### src/rtl/axi_lite_pkg.sv
// Shared AXI4-Lite types and the register-bank address legality check.
package axi_lite_pkg;

  typedef enum logic [1:0] {
    OKAY   = 2'b00,
    EXOKAY = 2'b01,
    SLVERR = 2'b10,
    DECERR = 2'b11
  } axi_resp_t;

  typedef enum logic [1:0] {W_IDLE, W_EXEC, W_RESP} wr_state_t;
  typedef enum logic [1:0] {R_IDLE, R_FETCH, R_RESP} rd_state_t;

  localparam int REG_IDX_LSB = 2;
  localparam int REG_IDX_MSB = 9;
  localparam int ADDR_MAX_W  = 64;

  // Word aligned and inside the 256-entry window; callers zero-extend.
  function automatic logic addr_ok(input logic [ADDR_MAX_W-1:0] addr);
    return (addr[REG_IDX_LSB-1:0] == '0) && (addr[ADDR_MAX_W-1:REG_IDX_MSB+1] == '0);
  endfunction

endpackage

### src/rtl/axi_lite_reg_slave.sv
// AXI4-Lite slave front end for a 256x32 register bank: independent write
// and read FSMs, one outstanding transaction in each direction.
module axi_lite_reg_slave
  import axi_lite_pkg::*;
#(
  parameter int ADDR_W = 32,
  parameter int DATA_W = 32,
  parameter int STRB_W = DATA_W / 8
) (
  input  logic              clk,
  input  logic              reset_n,
  input  logic [ADDR_W-1:0] s_awaddr,
  input  logic              s_awvalid,
  output logic              s_awready,
  input  logic [DATA_W-1:0] s_wdata,
  input  logic [STRB_W-1:0] s_wstrb,
  input  logic              s_wvalid,
  output logic              s_wready,
  output logic [1:0]        s_bresp,
  output logic              s_bvalid,
  input  logic              s_bready,
  input  logic [ADDR_W-1:0] s_araddr,
  input  logic              s_arvalid,
  output logic              s_arready,
  output logic [DATA_W-1:0] s_rdata,
  output logic [1:0]        s_rresp,
  output logic              s_rvalid,
  input  logic              s_rready,
  output logic              write_en,
  output logic [ADDR_W-1:0] write_addr,
  output logic [DATA_W-1:0] write_data,
  output logic [ADDR_W-1:0] read_addr,
  input  logic [DATA_W-1:0] read_data
);

  wr_state_t         wr_state;
  rd_state_t         rd_state;
  logic              aw_held, w_held;
  logic [ADDR_W-1:0] awaddr_q;
  logic [DATA_W-1:0] wdata_q;
  logic [STRB_W-1:0] wstrb_q;
  axi_resp_t         bresp_q, rresp_q;

  logic              aw_hs, w_hs, wr_go, wr_ok;
  logic [ADDR_W-1:0] aw_addr_eff;
  logic [DATA_W-1:0] w_data_eff;
  logic [STRB_W-1:0] w_strb_eff;

  assign s_awready = (wr_state == W_IDLE) && !aw_held;
  assign s_wready  = (wr_state == W_IDLE) && !w_held;
  assign s_bvalid  = (wr_state == W_RESP);
  assign s_bresp   = bresp_q;
  assign s_arready = (rd_state == R_IDLE);
  assign s_rvalid  = (rd_state == R_RESP);
  assign s_rresp   = rresp_q;

  assign aw_hs = s_awvalid && s_awready;
  assign w_hs  = s_wvalid && s_wready;

  // Bypass the holding registers when a handshake completes this cycle.
  assign aw_addr_eff = aw_hs ? s_awaddr : awaddr_q;
  assign w_data_eff  = w_hs ? s_wdata : wdata_q;
  assign w_strb_eff  = w_hs ? s_wstrb : wstrb_q;
  assign wr_go       = (aw_held || aw_hs) && (w_held || w_hs);
  assign wr_ok       = addr_ok(ADDR_MAX_W'(aw_addr_eff)) && (w_strb_eff == '1);

  // The check result is registered on entry to W_EXEC, so write_en and the
  // bank address/data are clean flops during the execute cycle.
  always_ff @(posedge clk or negedge reset_n) begin
    if (!reset_n) begin
      wr_state   <= W_IDLE;
      aw_held    <= 1'b0;
      w_held     <= 1'b0;
      awaddr_q   <= '0;
      wdata_q    <= '0;
      wstrb_q    <= '0;
      bresp_q    <= OKAY;
      write_en   <= 1'b0;
      write_addr <= '0;
      write_data <= '0;
    end else begin
      write_en <= 1'b0;
      case (wr_state)
        W_IDLE: begin
          if (aw_hs) begin
            awaddr_q <= s_awaddr;
            aw_held  <= 1'b1;
          end
          if (w_hs) begin
            wdata_q <= s_wdata;
            wstrb_q <= s_wstrb;
            w_held  <= 1'b1;
          end
          if (wr_go) begin
            wr_state <= W_EXEC;
            bresp_q  <= wr_ok ? OKAY : SLVERR;
            write_en <= wr_ok;
            if (wr_ok) begin
              write_addr <= aw_addr_eff;
              write_data <= w_data_eff;
            end
          end
        end
        W_EXEC: wr_state <= W_RESP;
        W_RESP: begin
          if (s_bready) begin
            wr_state <= W_IDLE;
            aw_held  <= 1'b0;
            w_held   <= 1'b0;
          end
        end
        default: wr_state <= W_IDLE;
      endcase
    end
  end

  // Bank read data is combinational on read_addr and sampled in R_FETCH,
  // so a same-cycle bank write is not yet visible to the read.
  always_ff @(posedge clk or negedge reset_n) begin
    if (!reset_n) begin
      rd_state  <= R_IDLE;
      read_addr <= '0;
      s_rdata   <= '0;
      rresp_q   <= OKAY;
    end else begin
      case (rd_state)
        R_IDLE: begin
          if (s_arvalid) begin
            read_addr <= s_araddr;
            rd_state  <= R_FETCH;
          end
        end
        R_FETCH: begin
          if (addr_ok(ADDR_MAX_W'(read_addr))) begin
            s_rdata <= read_data;
            rresp_q <= OKAY;
          end else begin
            s_rdata <= '0;
            rresp_q <= SLVERR;
          end
          rd_state <= R_RESP;
        end
        R_RESP: if (s_rready) rd_state <= R_IDLE;
        default: rd_state <= R_IDLE;
      endcase
    end
  end

endmodule

### config.mk
export PLATFORM = sky130hd
export DESIGN_NAME = axi_lite_reg_slave
export DESIGN_NICKNAME = d
export VERILOG_FILES = /design/src/rtl/axi_lite_pkg.sv /design/src/rtl/axi_lite_reg_slave.sv
export SDC_FILE = /design/constraint.sdc
export NUM_CORES = 1
export LEC_CHECK = 0
export CAP_MARGIN = 20
export CORE_ASPECT_RATIO = 2
export CORE_UTILIZATION = 48
export DETAILED_ROUTE_END_ITERATION = 10
export GPL_TIMING_DRIVEN = 0
export PLACE_DENSITY = 0.93
export SETUP_SLACK_MARGIN = 0.2
export SLEW_MARGIN = 20
export SYNTH_ARGS = -nofsm -noshare
export SYNTH_HDL_FRONTEND = slang
export SYNTH_SLANG_ARGS = --single-unit
### constraint.sdc
create_clock -name clk -period 6 [get_ports clk]
set_input_delay 0.6 -clock clk [delete_from_list [all_inputs] [get_ports clk]]
set_output_delay 0.6 -clock clk [all_outputs]
set_load 0.05 [all_outputs]
==> results_dict.tcl <==
set metrics [dict create \
    clkTransAtPathRegs_ps 60 \
    slew_headroom 0.374 \
    reg2reg_to "write_data[21]" \
    syn_area_per_cell_um2 15.9 \
    core_mm2 0.0158 \
    hold_ws_ps 36.1 \
    io_buffers 274 \
    crit_path_start "wr_state[1]" \
    hold_viol 0 \
    grt_pass1_wl_um 32500 \
    crit_type "flop to output pin" \
    start_util 0.492 \
    crit_fanout 7 \
    die_h_um 182 \
    synth_ff_type "dfrtp_1" \
    first_pass_iters 4 \
    rows 65 \
    die_area_mm2 0.0167 \
    ys_seq_area_frac 0.661 \
    synth_edf_count 0 \
    rsz0062_at_grt "no" \
    synthToLayoutAreaGrowth_pct 47.3 \
    period_needed_ps 2690 \
    ant_nets 0 \
    drc 0 \
    worst_slew_pin_slew_ps 930 \
    p_per_area_mw_per_mm2 414 \
    setup_violations 0 \
    first_iter_violations 118 \
    synth_cells 488 \
    drive_gt1_frac 0.242 \
    layout_common_cells "clkdlybuf4s50_1 (273), dfrtp_1 (205), mux2_2 (115), a22o_1 (32)" \
    nets 925 \
    clock_sinks 205 \
    fillers 1018 \
    root_buffer "clkbuf_16" \
    total_power_mw 4.73 \
    fin_worst_skew_ps 7.45 \
    io_pins 277 \
    post_drt_wl_per_cell_um 20.7 \
    h-tree-depth 1 \
    ys_ff_latch 205 \
    required_ps 5400 \
    maxClockFrequency_mhz 372 \
    yosysWarnings 0 \
    die_x_um 91.9 \
    tns_ps 0 \
    holdCritPathClass "primary input to asynchronous set/reset pin" \
    drv_cap 0 \
    cts_buffers 19 \
    setup_slack_ps 3310 \
    p_leak_nw 5.08 \
    grt_pass1_vias 6019 \
    status "complete, no violations" \
    finalMaxSlewViolations 0 \
    grt_start_max_net_pins 95 \
    antenna_found_initial 3 \
    globalRouteOverflowTotal 0 \
    period_share 0.449 \
    async_reset_ff_frac 1.00 \
    switching_power_mw 1.59 \
    cp_data_arrival_time_ps 2090 \
    cts_resized 0 \
    cts_setup_buffers 0 \
    clockBufferDepth 3 \
    p_seq_frac 0.411 \
    hpwl_um 15700 \
    dp_slack_ps 2790 \
    reg2reg_depth 8 \
    intPower_mw 3.14 \
    comb_power_share 0.337 \
    clkLatencyLatePin_ps 470 \
    critPathCaptureType "output pin" \
    place_congestion 0.814 \
    power_frac_clock 0.251 \
    gr-usage-all-layers 0.252 \
    start_kind "flop" \
    ctsHoldBuffers 0 \
    swShare 0.336 \
    placedCellCount 966 \
    final_cells 1001 \
    cts_tree "built" \
    critPathCapture "s_wready" \
    synth_cell_type_count 31 \
    netlist_area_mm2 0.00776 \
    ir_drop_mv 0.422 \
    vias 5272 \
    reg2reg_from "wr_state[1]" \
    vias_per_cell 5.27 \
    reg2reg_slack_ps 3320 \
    mostFrequentLayoutCell "clkdlybuf4s50_1" \
    totalWireLength_um 20800 \
]
critical path, stage by stage (launching register included):
cell and delay [ps]:
dfrtp_1 370, buf_2 170, nor3_1 200, clkdlybuf4s50_1 880
layer usage:
| layer | track usage | share of wire | routed length [µm] | up-vias |
|---|---|---|---|---|
| met1 | 0.249 | 0.33 | 6800 | 2647 |
| met3 | 0.0494 | 0.055 | 1130 | 61 |
| li1 | - | - | - | 2331 |
| met4 | 0.122 | 0.047 | 983 | 0 |
| met5 | 0 | 0 | 0 | - |
| met2 | 0.486 | 0.57 | 11800 | 233 |
logic make-up after synthesis:
logic type             synth area share
AND/OR/NAND/NOR                  0.0540
other                          0.000483
buffers and inverters            0.0239
multiplexers                      0.219
AO/OA/AOI/OAI                    0.0417
flip-flops                        0.661
synth_stat cells, types with 2 or more instances:
| cell | count | share of area |
|---|---|---|
| nand3_1 | 3 | 0.0019 |
| nand4_1 | 4 | 0.0032 |
| buf_2 | 12 | 0.0077 |
| buf_8 | 2 | 0.0039 |
| mux2_4 | 25 | 0.048 |
| mux2i_1 | 3 | 0.0039 |
| a22o_1 | 32 | 0.036 |
| inv_1 | 3 | 0.0015 |
| nor2_1 | 3 | 0.0015 |
| nand2b_1 | 2 | 0.0016 |
| nor3_1 | 5 | 0.0032 |
| nor4_1 | 16 | 0.013 |
| nand2_1 | 5 | 0.0024 |
| a21o_1 | 2 | 0.0019 |
| buf_4 | 3 | 0.0029 |
| o21ai_0 | 2 | 0.0013 |
| and2_1 | 25 | 0.020 |
| clkbuf_1 | 9 | 0.0044 |
| buf_6 | 2 | 0.0029 |
| dfrtp_1 | 205 | 0.66 |
| mux2_2 | 115 | 0.17 |
how the worst min path moves through the flow:
stage	start	end	slack [ps]	depth (start not counted)
after floorplan	reset_n	aw_held	300	0
after global placement	write_addr[24]	write_addr[24]	470	1
after detailed placement	write_addr[17]	write_addr[17]	470	1
after CTS	reset_n	awaddr_q[9]	30	1
after global routing	reset_n	awaddr_q[13]	50	1
final	reset_n	awaddr_q[12]	40	1
power by group through the flow:
stage	logic, mW	registers (mW)	clock network, mW
2_1_floorplan	0.668	2.30	0
3_3_place_gp	1.54	1.94	0
3_5_place_dp	1.60	1.97	0
4_1_cts	1.61	1.95	1.22
5_1_grt	1.69	1.99	1.26
6_report	1.60	1.95	1.19
state kept, by name (all words and copies together), names as in the netlist:
register and flops:
w_held 1, s_rresp 1, wr_state 2, write_addr 32, write_en 1, write_data 32
s_bresp 1, rd_state 2, awaddr_q 32, wstrb_q 4, wdata_q 32, aw_held 1
s_rdata 32, read_addr 32
stage by stage:
stage	utilization	instance area, µm²
floorplan	-	7770
global placement	0.682	10800
detailed placement	0.686	10800
CTS	0.724	11400
global route	0.725	11400
finish	0.725	11400
final cells by class:
type / count / area [µm²] / share of cell area
inverters: 3 / 11.3 / 0.000985
clock inverters: 8 / 92.6 / 0.00810
multi-input cells: 252 / 2450 / 0.214
clock buffers: 24 / 514 / 0.0450
diodes: 3 / 7.51 / 0.000657
flip-flops and latches: 205 / 5130 / 0.449
well taps: 201 / 251 / 0.0220
repair buffers: 276 / 2800 / 0.245
plain buffers: 29 / 174 / 0.0152
(Power assumes the default switching activity.)
